$ cat src/rtl/sram_arbiter.sv
// rtl/sram_arbiter.sv - two-port round-robin single-port SRAM arbiter with optional zero-fill after reset
module sram_arbiter #(
  parameter int WIDTH = 32,
  parameter int DEPTH = 512,
  parameter bit CLEAR_ON_RESET = 1'b1,
  localparam int AW = $clog2(DEPTH)
) (
  input  logic             CLK,
  input  logic             RST,

  input  logic             p0_valid,
  input  logic [AW-1:0]    p0_addr,
  output logic             p0_ready,
  output logic             p0_rvalid,
  output logic [WIDTH-1:0] p0_rdata,

  input  logic             p1_valid,
  input  logic [AW-1:0]    p1_addr,
  input  logic             p1_we,
  input  logic [WIDTH-1:0] p1_wmask,
  input  logic [WIDTH-1:0] p1_wdata,
  output logic             p1_ready,
  output logic             p1_rvalid,
  output logic [WIDTH-1:0] p1_rdata,

  output logic             sram_cen,
  output logic             sram_gwen,
  output logic [WIDTH-1:0] sram_wen,
  output logic [AW-1:0]    sram_a,
  output logic [WIDTH-1:0] sram_d,
  input  logic [WIDTH-1:0] sram_q
);

  typedef enum logic {
    S_CLEAR = 1'b0,
    S_RUN   = 1'b1
  } state_t;

  localparam logic [AW-1:0] LAST_ADDR = AW'(DEPTH - 1);

  state_t        state;
  state_t        state_nxt;
  logic [AW-1:0] clear_cnt;
  logic          rr;
  logic          p0_pend;
  logic          p1_pend;
  logic          run;
  logic          grant0;
  logic          grant1;

  always_ff @(posedge CLK) begin
    if (RST) begin
      state <= CLEAR_ON_RESET ? S_CLEAR : S_RUN;
    end else begin
      state <= state_nxt;
    end
  end

  always_comb begin
    state_nxt = state;
    if (state == S_CLEAR && clear_cnt == LAST_ADDR) begin
      state_nxt = S_RUN;
    end
  end

  // rr always ends up favouring the port that did not win, whether or not both competed
  always_ff @(posedge CLK) begin
    if (RST) begin
      clear_cnt <= '0;
      rr        <= 1'b0;
      p0_pend   <= 1'b0;
      p1_pend   <= 1'b0;
    end else begin
      if (state == S_CLEAR) begin
        clear_cnt <= clear_cnt + AW'(1);
      end
      if (grant0) begin
        rr <= 1'b1;
      end else if (grant1) begin
        rr <= 1'b0;
      end
      p0_pend <= grant0;
      p1_pend <= grant1 && !p1_we;
    end
  end

  // Ready looks only at the other port's valid so a requester may hold valid on ready
  always_comb begin
    run       = (state == S_RUN) && !RST;
    p0_ready  = run && (!p1_valid || !rr);
    p1_ready  = run && (!p0_valid || rr);
    grant0    = p0_valid && p0_ready;
    grant1    = p1_valid && p1_ready;

    sram_cen  = 1'b1;
    sram_gwen = 1'b1;
    sram_wen  = '1;
    sram_a    = '0;
    sram_d    = '0;
    if (!RST && state == S_CLEAR) begin
      sram_cen  = 1'b0;
      sram_gwen = 1'b0;
      sram_wen  = '0;
      sram_a    = clear_cnt;
    end else if (grant0 || grant1) begin
      sram_cen  = 1'b0;
      sram_a    = grant1 ? p1_addr : p0_addr;
      sram_gwen = ~(grant1 && p1_we);
      sram_wen  = ~p1_wmask;
      sram_d    = p1_wdata;
    end

    p0_rvalid = p0_pend && !RST;
    p1_rvalid = p1_pend && !RST;
    p0_rdata  = p0_rvalid ? sram_q : '0;
    p1_rdata  = p1_rvalid ? sram_q : '0;
  end

endmodule
$ cat config.mk
export PLATFORM = sky130hd
export DESIGN_NAME = sram_arbiter
export DESIGN_NICKNAME = d
export VERILOG_FILES = /design/src/rtl/sram_arbiter.sv
export SDC_FILE = /design/constraint.sdc
export NUM_CORES = 1
export LEC_CHECK = 0
export CAP_MARGIN = 20
export CORE_AREA = 2 2 102 104
export DETAILED_ROUTE_END_ITERATION = 10
export DIE_AREA = 0 0 104 106
export GPL_TIMING_DRIVEN = 0
export PLACE_DENSITY = 0.65
export SYNTH_ARGS = -nofsm -noshare
export SYNTH_HDL_FRONTEND = slang
export SYNTH_SLANG_ARGS = --single-unit
$ cat constraint.sdc
create_clock -name CLK -period 2.4 [get_ports CLK]
set_clock_uncertainty 0.15 [all_clocks]
set_input_delay 0.24 -clock CLK [delete_from_list [all_inputs] [get_ports CLK]]
set_output_delay 0.24 -clock CLK [all_outputs]
set_load 0.005 [all_outputs]
Yosys cells after proc, flatten, opt, wreduce, memory -nomap -nowiden
Index checks and enable logic that the tools add are counted.
{"block": "word_totals", "register_bits": 13, "inputBits": 119, "rom_bits": 0, "latchBits": 0, "out_inout_bits": 143, "mem_count": 0, "wordCells": 45, "ramBits": 0}
{"block": "op_classes", "bitwise_logic": 3, "multipliers": 0, "mux": 15, "n_reduce_logical": 20, "n_eq_ne": 1, "n_shift": 0, "add_sub_neg": 1, "div": 0, "n_lt_le_gt_ge": 0}
{"cell": "$mux W32", "n": 6}
{"cell": "$not A32 Y32", "n": 1}
{"cell": "$mux W9", "n": 3}
{"cell": "$logic_and A1 B1 Y1", "n": 11}
{"cell": "$add A9 B1 Y9 const B", "n": 1}
{"cell": "$eq A9 B9 Y1 const B", "n": 1}
{"cell": "$mux W1", "n": 6}
{"cell": "$logic_not A1 Y1", "n": 5}
{"cell": "$logic_or A1 B1 Y1", "n": 3}
{"cell": "$not A1 Y1", "n": 2}
{"cell": "$reduce_bool A2 Y1", "n": 1}

Longest topological paths before layout
{"block": "logic_depth", "word_depth": 8, "depth_mapped": 6, "mapped_depth_nobuf": 6}

Worst setup path after synthesis
OpenSTA, ideal clock, no wires.
{"block": "synth_timing", "path_type": "input-to-output", "start": "in RST", "end": "out sram_d[14]", "t_arrival_ns": 1.125, "n_path_buf": 3, "required_time_ns": 2.010, "path_slack_ns": 0.885, "stages": 6, "path_cell_list": "buf_2 nand2b_4 nor2_1 buf_2 buf_2 and2_1"}
{"block": "synth_via", "elab_chain_cells": 7, "word_cells_on_any_way": 10, "cone_classes": "mux (2); reduce/logical (8)"}
{"item": "from (decl)", "line_no": "9", "source": "input logic RST,"}
{"item": "$logic_not A1 Y1 *", "line_no": "89, 100"}
{"item": "$logic_and A1 B1 Y1", "line_no": "89", "source": "run = (state == S_RUN) && !RST;"}
{"item": "$logic_and A1 B1 Y1 (on tied branches)", "line_no": "90, 91"}
{"item": "$logic_and A1 B1 Y1 (on tied branches)", "line_no": "92, 93"}
{"item": "$logic_or A1 B1 Y1", "line_no": "105", "source": "end else if (grant0 || grant1) begin"}
{"item": "$mux W32", "line_no": "105"}
{"item": "$mux W32 *", "line_no": "100", "source": "if (!RST && state == S_CLEAR) begin"}
{"item": "to (decl)", "line_no": "30", "source": "output logic [WIDTH-1:0] sram_d,"}
Every way passes the cells marked *; elsewhere a longest branch is shown, timed or not.

Final worst setup path
{"block": "layout_timing", "start": "reg state", "end": "out sram_d[4]"}
{"block": "layout_via", "elab_chain_cells": 6, "word_cells_on_any_way": 10, "cone_classes": "mux (2); bitwise (1); reduce/logical (7)"}
{"item": "from (decl)", "line_no": "41", "source": "state_t state;"}
{"item": "from (signal assigned)", "line_no": "53", "source": "state <= CLEAR_ON_RESET ? S_CLEAR : S_RUN;"}
{"item": "from (signal assigned)", "line_no": "55", "source": "state <= state_nxt;"}
{"item": "$logic_and A1 B1 Y1", "line_no": "89"}
{"item": "$logic_and A1 B1 Y1 (on tied branches)", "line_no": "90, 91"}
{"item": "$logic_and A1 B1 Y1 (on tied branches)", "line_no": "92, 93"}
{"item": "$logic_or A1 B1 Y1", "line_no": "105"}
{"item": "$mux W32", "line_no": "105"}
{"item": "$mux W32 *", "line_no": "100"}
Marked as above.

==> summary.txt <==
Detailed routing
  – Via/cell ratio: 4.085
  – 1st-iter DRT viols: 101
  – Routed wl met3: 586 um
  – Wire per inst: 14.06 um
  – DR vias: ~2,600
  – WL met1: ~3600 um
  – Post-Route WL: 8943 um
  – ANT nets after route: 0
  – Max layer used: met5
  – Met2 wire len: 4643 um
  – DR pass1 iterations: 4
  – Number of remaining DRC errors: 0

Final layout
  – Commonest non-fill, non-tap cell in the layout: clkdlybuf4s50_1
  – Final non-filler cell total: 636
  – Most frequent cells in the layout: clkdlybuf4s50_1 (258), and2_1 (99), a21oi_1 (37), nor2_1 (13), dfxtp_1 (12)
  – Inserted Diodes: 0
  – NumNets Final: around 620
  – Share of layout cells above drive strength 1: 0.06200
  – P&R area growth vs syn: 179.2%

Die
  – Die area: 0.01102 mm2
  – Row cnt: 37
  – Die width: 104 um
  – Initial Util: 0.1620
  – I/O pins: 262
  – Core ar.: 0.01000 mm2
  – Die Y: 106 um

Logic synthesis
  – Syn_area_per_cell: about 7.0 um2
  – #FFs+latches synth: 13
  – Synthesis Warnings: 0
  – Area leader, netlist: and2_1
  – Most common flop cell mapped by yosys: dfxtp_1
  – Number of synthesized flops with an enable pin: 0
  – Synth Cell Area: 0.001620 mm2
  – Distinct cells, synth: 31
  – Synth top area share: 0.3822
  – Synth area leaders: and2_1 (38%), dfxtp_1 (16%), a21oi_1 (11%)
  – Synth Instances: 232
  – Sequential-to-total area share from yosys stat: 0.1606
  – Ys async rst share: 0
  – Post-Syn Nets: 353

Critical path
  – Maximum fanout along the worst path: 10
  – R2R cell count: 6
  – Crit Path Category: reg2out
  – Critical Path RT: 2010 ps
  – Worst Path Arrival: 1890 ps
  – Crit start category: flop
  – CP endpoint kind: output port

Timing
  – Final Max Tran Viols: 0
  – Maximum clock frequency: roughly 440 MHz
  – Final Hold Fails: 0
  – Hold WS: 151.6 ps
  – Slew @ Worst Pin: 437.4 ps
  – Final Cycle Share: 0.9495
  – Worst slew margin: 0.7084
  – Tmin final: 2279 ps
  – Final setup TNS: 0 ps
  – Setup violators final: 0
  – Final worst slack: approximately 120 ps

Clock network
  – Clock sinks: 13
  – H-Tree Level Count: 1
  – Clock transition at path regs: 60 ps
  – CTS tree: done
  – Worst-Skew Late Latency: roughly 250 ps
  – Max clock buf depth: 2
  – Root buffer cell: clkbuf_8
  – TritonCTS Buffers: 3

Global route
  – First-pass GRT wire length: 13,110 um
  – Total Routing Usage GR: 0.1454
  – Remaining Overflow, GRT: 0
  – Vias in the first global route: 2,472
  – Initial antenna violation count: 1
  – Largest net degree at the start of global routing: 11

Worst hold path
  – Hold path depth: 2
  – Hold Crit Class: in2reg

Run status
  – Status: completed

Pwr
  – Worst VDD drop: around 0.13 mV
  – Pwr Density: between 150 and 200 mW/mm2
  – Leakage power: 1.733 nW

Place
  – Port Buffers: 260
  – Placed Cells: 628
  – Place WS: -155.0 ps
  – GPL Wtd Cong: about 0.8
  – HPWL Detailed: 7597 um

Run
  – Max_cap viols: 0
==> path summary, 6_finish.rpt <==
kind	startpoint	end	slack (ps)
setup / recovery	state$_SDFFE_PP0P_	sram_d[4]	120
hold / removal	RST	rr$_SDFFE_PP0P_	150
setup reg to reg	clear_cnt[0]$_SDFFE_PP0N_	clear_cnt[8]$_SDFFE_PP0N_	850
hold reg to reg	clear_cnt[7]$_SDFFE_PP0N_	clear_cnt[7]$_SDFFE_PP0N_	360
==> area by class of cell <==
cell class	instances	area (um2)
clock buffers	4	45.04
multi-input cells	197	1279
inverters	2	7.507
fillers	1025	5475
flip-flops and latches	13	261.5
plain buffers	20	102.6
well taps	136	170.2
repair buffers	264	2659
==> flip-flops by register name (all words and copies together) (netlist names) <==
| signal | count |
|---|---|
| p1_pend | 1 |
| rr | 1 |
| p0_pend | 1 |
| state | 1 |
| clear_cnt | 9 |
==> synthesized netlist by cell type (all sizes together), types with 2 or more instances <==
cell	instances
o21ai	2
nor2b	5
and2	104
nand2b	2
nand4b	2
ha	2
inv	2
dfxtp	13
clkbuf	11
nand3	2
nand3b	2
or3	2
nor2	14
buf	9
a21oi	37
a221o	9
xor2	3
mux2i	2
==> layer usage <==
| metal | GRT usage | vias up |
|---|---|---|
| met3 | 0.02882 | 9 |
| met1 | 0.1715 | 1151 |
| li1 | - | 1313 |
| met2 | 0.2758 | 123 |
| met4 | 0.02220 | 2 |
| met5 | 0 | - |
==> metrics by stage <==
step | util | total power, mW | instance area, um2
floorplan | - | 0.2823 | 1620
detailed placement | 0.4393 | 0.5557 | 4393
finish | 0.4525 | 0.7531 | 4524
global route | 0.4525 | 0.7839 | 4524
global placement | 0.4393 | 0.5526 | 4393
CTS | 0.4497 | 0.7576 | 4497
==> repair_timing <==
action / CTS / global route
gates resized for setup: 7 / 12
buffers inserted: 3 / 1
hold buffers: 0 / 0
cloned: 0 / 0
endpoints found under the setup margin: 68 / 103
pin swaps: 1 / 0
hold endpoints to repair: 0 / 0
==> power by group <==
part	switching, mW	total [mW]	internal [mW]
Clock	0.0821	0.200	0.118
Sequential	0.00634	0.227	0.220
Combinational	0.0846	0.327	0.242
Total	0.173	0.753	0.580
==> critical path: stages, from the launching register on <==
cell,delay (ps)
dfxtp_2,400
nand2b_4,110
nor2_1,140
clkbuf_1,290
and2_1,190
clkdlybuf4s50_1,520
==> cells by family after synthesis <==
logic type,count (synthesis),synth area share
buf+inv,22,0.05946
simple gates,137,0.5274
mux,2,0.01236
xor+xnor,4,0.02163
fa+ha+maj,2,0.01544
flops,13,0.1606
compound gates,52,0.2031
Note: power is estimated with default switching activity, not from simulation.
==> patch 1 (config.mk and constraints unchanged) <==
Make the reset (`RST`) asynchronous in 2 clocked blocks.
--- a/src/rtl/sram_arbiter.sv
+++ b/src/rtl/sram_arbiter.sv
@@ -50,3 +50,3 @@
 
-  always_ff @(posedge CLK) begin
+  always_ff @(posedge CLK or posedge RST) begin
     if (RST) begin
@@ -66,3 +66,3 @@
   // rr always ends up favouring the port that did not win, whether or not both competed
-  always_ff @(posedge CLK) begin
+  always_ff @(posedge CLK or posedge RST) begin
     if (RST) begin
Behaviour: same outputs for any inputs over 10 cycles, from zero or initial values and one cycle with RST high; that may be too few to reach the edited logic, so the function may still have changed.
==> patch 1 against the original RTL <==
- the flow now finishes with violations (negative hold slack)
- routed wire length fell by 5.0%
- sequential cell count stayed put
- power fell by 2.8%
- worst setup slack got worse by 0.065 ns
- area after synthesis is 0.54% lower
- design area down 0.77%
- combinational power down 5%
- critical path depth is the same
- register-to-register slack got worse by 0.12 ns
- sequential share of layout area is 1.5 points higher
- cell count decreased by 2.2%
- critical path type unchanged
- largest cell class unchanged
- largest power group unchanged
==> patch 1: results (changes against the original RTL) <==
post-synthesis cell type count - 23 (was 31)
sequential area share after synthesis - 0.202 (was 0.161)
DR WL met2 - 4500 um (was 4640 um)
DRT met1 WL - 3400 um (was 3640 um)
postcts setup bufs - 0 (was 3)
Nets - 608 (was 622)
Lkg Pwr - 1.76 nW (was 1.73 nW)
top area cells in the synthesized netlist - and2_1, dfrtp_1, a21oi_1, a221o_1, buf_2 (was and2_1, dfxtp_1, a21oi_1, a221o_1, nor2_1)
RR Startpoint - clear_cnt[0] (unchanged)
worst r2r dst - clear_cnt[8] (unchanged)
share of cells above drive strength 1 - 0.0556 (was 0.0620)
Mapped Nets - 343 (was 353)
Commonest cells post-synth - and2_1, a21oi_1, dfrtp_1 (was and2_1, a21oi_1, nor2_1)
R2R depth - 5 (was 6)
final hold violations - 13 (was 0)
peak supply drop - 168 uV (was 132 uV)
FF-to-FF setup slack - 0.73 ns (was 0.85 ns)
initial antenna violation count - 0 (was 1)
DR top layer - met4 (was met5)
CP peak stage delay - 0.46 ns (was 0.52 ns)
ys async rst share - 1.00 (was 0)
vias per cell - 4.10 (was 4.08)
worst min path class - in2async (was in2reg)
sw frac - 0.221 (was 0.230)
GRT Util Overall - 0.136 (was 0.145)
pre-CTS setup slack - -0.354 ns (was -0.155 ns)
Iteration-0 DRC Markers - 75 (was 101)
grt met3 use - 0.0202 (was 0.0288)
GRT met1 Usage - 0.153 (was 0.171)
ys flop type - dfrtp_1 (was dfxtp_1)
Vias - 2552 (was 2598)
routability cong. - 0.747 (was 0.817)
Post-DP HPWL - 7370 um (was 7600 um)
hold_ws - -0.0233 ns (was 0.152 ns)
GR Util met2 - 0.269 (was 0.276)
syn_area_per_cell - 7.26 sq um (was 6.98 sq um)
CP arrival - 1.95 ns (was 1.89 ns)
outcome - finished, violations left (was completed)
vias in the first global route - 2435 (was 2472)
first-pass GRT wire length - 12400 um (was 13100 um)
failing checks - negative hold slack
placed cell count - 619 (was 628)
final wirelength - 8500 um (was 8940 um)
Layout fillers - 998 (was 1025)
-- patch 1: what timing repair did --
item | CTS | global route
pin swaps | 0 | 1
endpoints found under the setup margin | 134 | 60
gates cloned | 0 | 0
gates resized for setup | 15 | 12
-- patch 1: cell families (layout without fill, tap and decap cells) --
| group | Yosys count | in the layout | synth area share |
|---|---|---|---|
| xor gates and xnor gates | 7 | 7 | 0.0380 |
| DFF | 13 | 13 | 0.202 |
| muxes | 2 | 2 | 0.0140 |
| AOI/OAI and AO/OA | 45 | 45 | 0.170 |
| buffers and inverters | 21 | 285 | 0.0590 |
| adders and majority gates | 2 | 2 | 0.0155 |
| and+or+nand+nor | 132 | 132 | 0.502 |
-- patch 1: worst max-delay path by stage --
| stage | startpoint | to | slack (ns) | cells after the start |
|---|---|---|---|---|
| 6_report | state | sram_a[5] | 0.06 | 5 |
| 5_1_grt | state | sram_a[5] | 0.005 | 5 |
| 4_1_cts | p0_valid | sram_d[19] | -0.007 | 7 |
| 3_5_place_dp | RST | sram_d[19] | -0.35 | 7 |
| 3_3_place_gp | RST | sram_d[19] | -0.32 | 7 |
| 2_1_floorplan | state | sram_a[0] | 0.84 | 4 |
-- patch 1: power groups by stage --
stage	Sequential [mW]	Clock, mW	Combinational, mW
floorplan	0.223	0	0.0395
global placement	0.223	0	0.304
detailed placement	0.223	0	0.309
CTS	0.219	0.199	0.310
global route	0.219	0.205	0.331
finish	0.219	0.203	0.310
-- patch 1: layout make-up --
type / count / share of cell area
Inverter: 1 / 0.000836
Timing Repair Buffer: 261 / 0.581
Tap cell: 136 / 0.0379
Multi-Input combinational cell: 188 / 0.272
Buffer: 19 / 0.0256
Sequential cell: 13 / 0.0725
Clock buffer: 4 / 0.0100
==> patch 2 (same settings) <==
Made on the original files. `DEPTH`: 512 -> 1024.
--- a/src/rtl/sram_arbiter.sv
+++ b/src/rtl/sram_arbiter.sv
@@ -3,3 +3,3 @@
   parameter int WIDTH = 32,
-  parameter int DEPTH = 512,
+  parameter int DEPTH = 1024,
   parameter bit CLEAR_ON_RESET = 1'b1,
Ports: changed (resized p0_addr, p1_addr and sram_a); port bits go from 262 to 265. No check against the original RTL was run, so the function may have changed too.
==> patch 2 against the original RTL <==
- hold slack got worse by 0.11 ns
- die area unchanged
- routed wire length increased by 3.7%
- highest routed layer is now met4
- worst setup slack improved by 0.0022 ns
- combinational power increased by 6.1%
- maximum frequency about the same
- core utilization increased by 1.0 points
- power increased by 8.8%
- sequential cell count increased by 1
- critical endpoint is now sram_d[26]
- via count increased by 2.9%
- design area increased by 2.2%
- area after synthesis increased by 6.6%
==> patch 2: results (changes against the original RTL) <==
CP peak stage delay - 0.54 ns (was 0.52 ns)
Commonest cells post-synth - and2_1, a21oi_1, dfxtp_1, nor2_1, nand2_1 (was and2_1, a21oi_1, nor2_1)
largest net degree at the start of global routing - 11 (unchanged)
Post-DP HPWL - 8040 um (was 7600 um)
Slowest cell on crit path - clkdlybuf4s50_1 (unchanged)
Layout fillers - 975 (was 1025)
worst r2r dst - clear_cnt[6] (was clear_cnt[8])
max FFs per register - 10 (was 9)
peak supply drop - 137 uV (was 132 uV)
Mapped Nets - 373 (was 353)
placed cell count - 650 (was 628)
post-synthesis cell type count - 32 (was 31)
Iteration-0 DRC Markers - 100 (was 101)
R2R depth - 5 (was 6)
Slew HR - 0.733 (was 0.708)
Nets - 644 (was 622)
sequential area share after synthesis - 0.162 (was 0.161)
GRT Util Overall - 0.158 (was 0.145)
vias in the first global route - 2576 (was 2472)
final wirelength - 9270 um (was 8940 um)
initial antenna violation count - 0 (was 1)
routability cong. - 0.837 (was 0.817)
Port Buffers - 263 (was 260)
final cell count without fillers - 657 (was 636)
RR Startpoint - state (was clear_cnt[0])
Lkg Pwr - 1.84 nW (was 1.73 nW)
share of cells above drive strength 1 - 0.0633 (was 0.0620)
FF-to-FF setup slack - 1.00 ns (was 0.85 ns)
top area cells in the synthesized netlist - and2_1, dfxtp_1, a21oi_1, mux2i_1, o21ai_0 (was and2_1, dfxtp_1, a21oi_1, a221o_1, nor2_1)
Cells after Synth - 251 (was 232)
outcome - completed (unchanged)
Vias - 2673 (was 2598)
first-pass GRT wire length - 14000 um (was 13100 um)
patch 2: worst max path at each step:
stage | to | from | cells past startpoint
2_1_floorplan | sram_a[0] | RST | 5
3_3_place_gp | sram_d[26] | p1_valid | 7
3_5_place_dp | sram_d[26] | p1_valid | 7
4_1_cts | sram_cen | state | 5
5_1_grt | p0_rdata[20] | p0_pend | 4
6_report | sram_d[26] | state | 6
patch 2: per-stage QoR:
step / cell area (sq um) / worst slack [ns] / hold slack, ns / power, mW
2_1_floorplan: 1730 / 0.968 / 0.162 / 0.312
3_3_place_gp: 4530 / -0.240 / 0.289 / 0.589
3_5_place_dp: 4530 / -0.216 / 0.294 / 0.593
4_1_cts: 4600 / 0.0317 / 0.0404 / 0.827
5_1_grt: 4620 / 0.00674 / 0.0487 / 0.868
6_report: 4620 / 0.123 / 0.0418 / 0.820
patch 2: cells by family after synthesis:
| group | Yosys count | share of synthesized area |
|---|---|---|
| adders and majority gates | 1 | 0.00725 |
| DFF | 14 | 0.162 |
| buffers and inverters | 24 | 0.0732 |
| AOI/OAI and AO/OA | 51 | 0.153 |
| muxes | 11 | 0.0638 |
| and+or+nand+nor | 142 | 0.500 |
| xor gates and xnor gates | 8 | 0.0406 |
patch 2: power by group:
part           switching [mW]  internal, mW
logic                  0.0933         0.253
clock network          0.0836         0.145
registers             0.00710         0.237
total                   0.184         0.636
patch 2: what timing repair did:
action                     CTS  global route
buffers inserted             0             3
hold buffers                 0             0
pin swaps                    1             1
gates resized for setup      8             8
setup endpoints to repair   74            48
patch 2: layer usage:
layer | GRT usage | vias up | wire length [um]
li1 | - | 1358 | -
met1 | 0.177 | 1161 | 3730
met2 | 0.291 | 146 | 4540
met3 | 0.0515 | 8 | 887
met4 | 0.0319 | 0 | 112
met5 | 0 | - | 0
patch 2: cell type report:
class,count,share of cell area
buffer,22,0.0287
clock buffer,4,0.0119
inverter,2,0.00162
multi-input combinational,213,0.287
sequential,14,0.0606
tap,136,0.0368
timing repair buffer,266,0.573
patch 2: worst register-to-register path, delay by kind of cell, from the launching register on:
kind	cells	cell delay (ns)
xor gates and xnor gates	1	0.15
buffers and inverters	1	0.18
DFF	1	0.39
and+or+nand+nor	3	0.41
